**src/rtl/pipe_ctrl_pkg.sv**
```systemverilog
// Shared definitions for the pipeline hazard controller: stall vector width,
// stall encodings, FSM states and the stall priority encoder.
package pipe_ctrl_pkg;

  localparam int STALL_W = 6;

  // Bit i freezes stage i: [0]pc [1]if [2]id [3]ex [4]lsu [5]wb
  localparam logic [STALL_W-1:0] STALL_NONE = 6'b000000;
  localparam logic [STALL_W-1:0] STALL_ID   = 6'b000111;
  localparam logic [STALL_W-1:0] STALL_EX   = 6'b001111;
  localparam logic [STALL_W-1:0] STALL_LSU  = 6'b011111;

  typedef enum logic [1:0] {
    ST_RUN   = 2'd0,
    ST_WAIT  = 2'd1,
    ST_FLUSH = 2'd2
  } state_t;

  function automatic logic [STALL_W-1:0] stall_encode(input logic id_req,
                                                      input logic ex_req,
                                                      input logic lsu_req);
    if (lsu_req)     return STALL_LSU;
    else if (ex_req) return STALL_EX;
    else if (id_req) return STALL_ID;
    else             return STALL_NONE;
  endfunction

endpackage

```
**src/rtl/pipe_ctrl_wdog.sv**
```systemverilog
// LSU bus-wait watchdog: counts consecutive lsu_stall_req cycles and pulses
// fire on the TIMEOUT_CYC-th one. TIMEOUT_CYC=0 disables it.
module pipe_ctrl_wdog #(
  parameter int unsigned TIMEOUT_CYC = 255,
  parameter int          CNT_W       = 8
) (
  input  logic clk,
  input  logic rst_n,
  input  logic lsu_stall_req,
  output logic fire
);

  localparam bit               WD_EN = (TIMEOUT_CYC != 0);
  localparam logic [CNT_W-1:0] LAST  = WD_EN ? CNT_W'(TIMEOUT_CYC - 1) : '0;

  logic [CNT_W-1:0] wd_cnt;

  assign fire = WD_EN && lsu_stall_req && (wd_cnt == LAST);

  // NOTE: sequential state uses non-blocking assignments so every flop samples
  // pre-edge values regardless of block ordering.
  always_ff @(posedge clk or negedge rst_n) begin
    if (!rst_n) begin
      wd_cnt <= '0;
    end else if (!lsu_stall_req || fire) begin
      wd_cnt <= '0;
    end else begin
      wd_cnt <= wd_cnt + CNT_W'(1);
    end
  end

endmodule

```
**src/rtl/pipe_ctrl.sv**
```systemverilog
// Pipeline hazard controller: stall vector, branch/jump flush with deferred
// issue behind LSU waits, and LSU watchdog. Optional counters: PIPE_CTRL_PERF_EN.
module pipe_ctrl
  import pipe_ctrl_pkg::*;
#(
  parameter int unsigned TIMEOUT_CYC = 255,
  parameter int          CNT_W       = 8
) (
  input  logic               clk,
  input  logic               rst_n,
  input  logic               id_stall_req,
  input  logic               ex_stall_req,
  input  logic               lsu_stall_req,
  input  logic               ex_jump_req,
  input  logic [31:0]        ex_jump_addr,
  output logic [STALL_W-1:0] stall,
  output logic               flush,
  output logic [31:0]        flush_pc,
  output logic               bus_timeout
`ifdef PIPE_CTRL_PERF_EN
  ,
  output logic [31:0]        stall_cycles,
  output logic [31:0]        flush_cnt
`endif
);

  state_t             state;
  logic [31:0]        pend_pc;
  logic               wd_fire;
  logic               jump_ok;
  logic [STALL_W-1:0] stall_c;
  logic               flush_c;
  logic [31:0]        flush_pc_c;

  pipe_ctrl_wdog #(
    .TIMEOUT_CYC (TIMEOUT_CYC),
    .CNT_W       (CNT_W)
  ) u_wdog (
    .clk           (clk),
    .rst_n         (rst_n),
    .lsu_stall_req (lsu_stall_req),
    .fire          (wd_fire)
  );

  // A jump from a stalled EX is not yet final; it will be re-presented.
  assign jump_ok = ex_jump_req & ~ex_stall_req;

  always_ff @(posedge clk or negedge rst_n) begin
    if (!rst_n) begin
      state   <= ST_RUN;
      pend_pc <= '0;
    end else begin
      case (state)
        ST_RUN: begin
          if (jump_ok && lsu_stall_req) begin
            pend_pc <= ex_jump_addr;
            // A timeout unfreezes EX this cycle, so issue without waiting.
            state   <= wd_fire ? ST_FLUSH : ST_WAIT;
          end
        end
        ST_WAIT: begin
          if (!lsu_stall_req || wd_fire) state <= ST_FLUSH;
        end
        ST_FLUSH: state <= ST_RUN;
        default:  state <= ST_RUN;
      endcase
    end
  end

  // NOTE: every always_comb output gets a default first so no path can
  // leave it unassigned and infer a latch.
  always_comb begin
    stall_c    = STALL_NONE;
    flush_c    = 1'b0;
    flush_pc_c = '0;
    case (state)
      ST_RUN: begin
        if (jump_ok && !lsu_stall_req) begin
          flush_c    = 1'b1;
          flush_pc_c = ex_jump_addr;
        end else begin
          stall_c = stall_encode(id_stall_req, ex_stall_req, lsu_stall_req);
        end
      end
      ST_WAIT:  stall_c = stall_encode(id_stall_req, ex_stall_req, lsu_stall_req);
      ST_FLUSH: begin
        flush_c    = 1'b1;
        flush_pc_c = pend_pc;
      end
      default: ;
    endcase
    if (wd_fire) stall_c = STALL_NONE;
  end

  // Outputs are combinational from requests, so reset must mask them directly.
  assign stall       = rst_n ? stall_c    : STALL_NONE;
  assign flush       = rst_n & flush_c;
  assign flush_pc    = rst_n ? flush_pc_c : '0;
  assign bus_timeout = rst_n & wd_fire;

`ifdef PIPE_CTRL_PERF_EN
  always_ff @(posedge clk or negedge rst_n) begin
    if (!rst_n) begin
      stall_cycles <= '0;
      flush_cnt    <= '0;
    end else begin
      if (stall != STALL_NONE) stall_cycles <= stall_cycles + 32'd1;
      if (flush)               flush_cnt    <= flush_cnt + 32'd1;
    end
  end
`endif

endmodule

```
**config.mk**
```make
export PLATFORM = sky130hd
export DESIGN_NAME = pipe_ctrl
export DESIGN_NICKNAME = d
export VERILOG_FILES = /design/src/rtl/pipe_ctrl_pkg.sv /design/src/rtl/pipe_ctrl_wdog.sv /design/src/rtl/pipe_ctrl.sv
export SDC_FILE = /design/constraint.sdc
export NUM_CORES = 1
export LEC_CHECK = 0
export ABC_AREA = 1
export ABC_CLOCK_PERIOD_IN_PS = 2200
export BUFFER_PORTS_ARGS = -buffer_cell sky130_fd_sc_hd__buf_2
export CAP_MARGIN = 25
export CORE_ASPECT_RATIO = 0.6
export CORE_MARGIN = 3
export CORE_UTILIZATION = 54
export DETAILED_ROUTE_END_ITERATION = 10
export GPL_TIMING_DRIVEN = 0
export PLACE_DENSITY = 0.91
export SYNTH_ARGS = -nofsm -noshare
export SYNTH_HDL_FRONTEND = slang
export SYNTH_SLANG_ARGS = --single-unit
```
**constraint.sdc**
```tcl
create_clock -name clk -period 2.2 [get_ports clk]
set_input_delay 0.22 -clock clk [delete_from_list [all_inputs] [get_ports clk]]
set_output_delay 0.22 -clock clk [all_outputs]
set_load 0.01 [all_outputs]
```
* Word level (Yosys, flattened, before mapping)
Index checks and enable logic that the tools add are counted.
Storage, ports and cells: bits in registers 42, bits of input ports 38, output and inout port bits 40, logic and storage cells 38
Cells by class: $add $sub $neg 1, equality and inequality tests 5, multiplexer cells 17, bitwise logic cells 4, reduce and logical (&&, ||, !) cells 8
Operators with widths (count):
- 32-bit two-way mux | 2
- 32-bit one-hot mux with 2 select lines | 1
- 6-bit two-way mux | 5
- 6-bit one-hot mux with 2 select lines | 1
- 8-bit by 1-bit adder with 8-bit output, second input constant | 1
- 8-bit == test, second input constant | 1
- 8-bit two-way mux | 1
- 2-bit two-way mux | 3
- 2-bit inequality test, second input constant | 2
- 2-bit one-hot mux with 2 select lines | 1
- 2-bit AND reduction | 2
- 1-bit AND | 3
- 1-bit logical AND | 3
- 3-bit two-way mux | 1
- 2-bit by 1-bit == test with 1-bit output, second input constant | 1
- 2-bit == test, second input constant | 1
- 2-bit logical NOT | 1
- 1-bit one-hot mux with 2 select lines | 1
- 1-bit logical NOT | 1
- 1-bit logical OR | 1
- 1-bit two-way mux | 1
- 1-bit inverter | 1

* Logic depth before layout (Yosys ltp)
depth after elaboration 7, gate-level depth with buffers 8, mapped depth without buffers 8

* Cells and area by module
Synthesis repeated with hierarchy kept, for this count alone.
Unflattened totals: cells, all modules 331, area total of the unflattened synthesis 2431.1 um^2
Modules (own cells, without submodules):
- pipe_ctrl | instances 1, cells each 281, area an instance 2014.4 um^2, seq. area each 850.8 um^2
- pipe_ctrl_wdog | instances 1, cells each 50, area an instance 416.6 um^2, seq. area each 200.2 um^2

* Worst setup path before layout
Ideal clock, no wire load.
path type reg-to-output, start point reg u_wdog.wd_cnt[0], end point out stall[1], arrival 1.296 ns, data required time 1.980 ns, setup slack 0.684 ns, cell stages (with the launch flop) 9, path buffers 1, cells stage by stage dfrtp_1 > inv_1 > ha_1 > inv_1 > nor2_1 > nand3_1 > nand3_1 > nor2_1 > buf_4
Between the ends: word-level cells in the longest chain between the ends 4
RTL lines:
- start: declaration | line pipe_ctrl_wdog.sv:16 | logic [CNT_W-1:0] wd_cnt;
- start signal: assignment | line pipe_ctrl_wdog.sv:28 | wd_cnt <= wd_cnt + CNT_W'(1);
- 8-bit == test | line pipe_ctrl_wdog.sv:18 | assign fire = WD_EN && lsu_stall_req && (wd_cnt == LAST);
- 1-bit logical AND | line pipe_ctrl_wdog.sv:18
- 6-bit two-way mux | line pipe_ctrl.sv:92 | if (wd_fire) stall_c = STALL_NONE;
- 6-bit two-way mux | line pipe_ctrl.sv:96 | assign stall = rst_n ? stall_c : STALL_NONE;
- end: declaration | line pipe_ctrl.sv:16 | output logic [STALL_W-1:0] stall,
Every way passes these cells.

* Worst setup path in the final report
start point in rst_n, end point out flush_pc[10]
Between the ends: word-level cells in the longest chain between the ends 1
RTL lines:
- start: declaration | line pipe_ctrl.sv:10 | input logic rst_n,
- 32-bit two-way mux | line pipe_ctrl.sv:98 | assign flush_pc = rst_n ? flush_pc_c : '0;
- end: declaration | line pipe_ctrl.sv:18 | output logic [31:0] flush_pc,
Every way passes these cells.

==> metrics.txt <==
largest net degree at the start of global routing=43; n_diodes=0; CP max FO=10; final hold viol count=0; Horiz. Die Dim=90.3 um; DR vias/cell=5.00; postcts setup bufs=0; combinational group share of total power=19.3%; sequential fraction of the synthesis area=45.7%; initial core utilization=59.4%; kind of start point of the critical path=input port; Period minus WS final=2.06 ns; fin. max-slew vios=0; Reg clk slew, reported paths=0.08 ns; total vias in the final route=2,337; skew final=0.00727 ns; register share of total power=53.0%; Final ANT Viol Nets=0; Crit path arrival time=1.84 ns; Max Clk Rate=485 MHz; Core Region=3870 um^2; routability cong.=0.849; Clock Path Buffers=2; initial antenna violation count=0; first-pass GRT wire length=9.72 mm; PD cells=648 nW/um^2; CTS tree=yes; FP Rows=17; vias in the first global route=2,138; Starting DRT DRC Count=130; cells after synthesis=324; Clock power frac=27.7%; status=completed; final net count=449; Sw Share=29.9%; Int Power=1.31 mW; # setup viols final=0; Syn Area/Cell=7.10 um^2; I/O pin count=78; number of port buffers=76; crit end category=primary output; Syn-to-layout area delta=25.0%; top cells by area, synth=dfrtp_1 46%, nand2_1 29%, a21oi_1 7.4%; Worst Hold Class=in -> reg; CTS buffer count=5; Seq cells post-synth=42; total routed wirelength=5.78 mm; area leader, netlist=dfrtp_1; Worst Path Required=1.98 ns; Lkg Pwr=1.55 nW; Post-Syn Area=2300 um^2; max_cap viols=0; Yosys cell types=21; Setup TNS Final=0 ns; grt total ovfl=0; post-route clock period utilization=93.8%; # clock sinks=42; FILL cells=327; top cell type's share of synthesized area=45.7%; DP HPWL=4.26 mm; sw power=557 uW; layout cells sized above 1=26.1%; root buffer cell=clkbuf_8; Routed WL per cell=12.4 um; crit path kind=in -> out; final core occ=74.3%; Worst-Skew Late Latency=0.30 ns; Max rail drop VDD=0.000393 V; drt drc=0; gr usage total=23.4%; Initial DRT Pass Iterations=4; syn_nets=364; YS warnings=0; H-tree depth=2; RSZ-0062 raised after global routing=false; chip height=56.6 um; die area=5110 um^2
==> cell usage after synthesis <==
library cell,count
a21boi_0,1
a21oi_1,34
buf_2,3
buf_4,6
buf_6,6
clkbuf_1,2
clkinv_1,1
conb_1,1
dfrtp_1,42
ha_1,2
inv_1,8
inv_2,2
nand2_1,179
nand2_2,1
nand3_1,7
nand4_1,1
nor2_1,17
nor2_2,2
nor2_4,3
nor3_1,4
xor2_1,2
==> critical path, stage by stage <==
cell           delay (ns)
dlygate4sd3_1        0.53
buf_4                0.17
clkinv_1             0.22
clkbuf_1             0.30
a21oi_1              0.23
buf_2                0.16
==> power groups by stage <==
stage	Clock [mW]	Sequential, mW	Combinational [mW]
after floorplan	0	0.982	0.225
after global placement	0	0.993	0.339
after detailed placement	0	0.999	0.355
after CTS	0.523	0.986	0.363
after global routing	0.547	1.01	0.416
final	0.517	0.987	0.360
==> registers in the layout, indices dropped and copies added (netlist names) <==
register,flops
pend_pc,32
state,2
u_wdog.wd_cnt,8
==> cell type report <==
cell class | count | area (um^2) | share of cell area, %
clock inverter | 1 | 5.00 | 0.174
clock buffer | 7 | 86.3 | 3.00
tap | 57 | 71.3 | 2.48
buffer | 17 | 135 | 4.70
timing repair buffer | 78 | 413 | 14.4
multi-input combinational | 254 | 1070 | 37.3
inverter | 11 | 41.3 | 1.44
sequential | 42 | 1050 | 36.5
==> layer usage <==
metal | vias to the layer above | track usage, % | routed length (um)
met5 | - | 0 | 0
met4 | 0 | 5.45 | 60
met3 | 7 | 5.76 | 502
met2 | 89 | 36.0 | 2460
met1 | 1069 | 33.6 | 2760
li1 | 1172 | - | -
==> cells by family after synthesis <==
| logic type | share of synthesized area (%) |
|---|---|
| simple gates | 36.9 |
| flops | 45.7 |
| compound gates | 7.72 |
| buf+inv | 7.67 |
| xor+xnor | 0.761 |
| fa+ha+maj | 1.09 |
| other cells | 0.163 |
==> per-stage QoR <==
stage / hold WS, ns / std cells / power (mW) / worst slack [ns] / instance area [um^2]
after floorplan: -0.0756 / 324 / 1.21 / 0.684 / 2300
after global placement: 0.425 / 457 / 1.33 / -0.246 / 2750
after detailed placement: 0.423 / 457 / 1.35 / -0.287 / 2750
after CTS: 0.136 / 467 / 1.87 / 0.137 / 2880
after global routing: 0.141 / 467 / 1.97 / 0.0642 / 2880
final: 0.134 / 467 / 1.86 / 0.137 / 2880
==> cells in the final DEF (no fill, tap or decap), drive strengths merged <==
cell type    instances
a21boi               1
a21oi               34
buf                 92
clkbuf               9
clkinv               2
conb                 1
dfrtp               42
dlygate4sd3          1
ha                   2
inv                 10
nand2              180
nand3                7
nand4                1
nor2                22
nor3                 4
xor2                 2
==> timing repair <==
| item | in CTS | in global routing |
|---|---|---|
| setup endpoints to repair | 20 | 0 |
| resized for setup | 1 | 0 |
| hold buffers | 2 | 0 |
| hold endpoints to repair | 42 | 0 |
==> path summary, 6_finish.rpt <==
path                                         startpoint                      end  slack, ns  cells past startpoint
max in group asynchronous                         rst_n   pend_pc[8]$_DFFE_PN0P_       1.50                      3
worst max-delay path                              rst_n             flush_pc[10]       0.14                      6
min in group asynchronous                         rst_n  pend_pc[30]$_DFFE_PN0P_       0.48                      3
worst min-delay path                    ex_jump_addr[7]   pend_pc[7]$_DFFE_PN0P_       0.13                      3
worst max register to register     state[1]$_DFFE_PN0P_   pend_pc[1]$_DFFE_PN0P_       0.82                      7
worst min register to register  pend_pc[14]$_DFFE_PN0P_  pend_pc[14]$_DFFE_PN0P_       0.47                      2
Power figures use the tool's default switching activity.
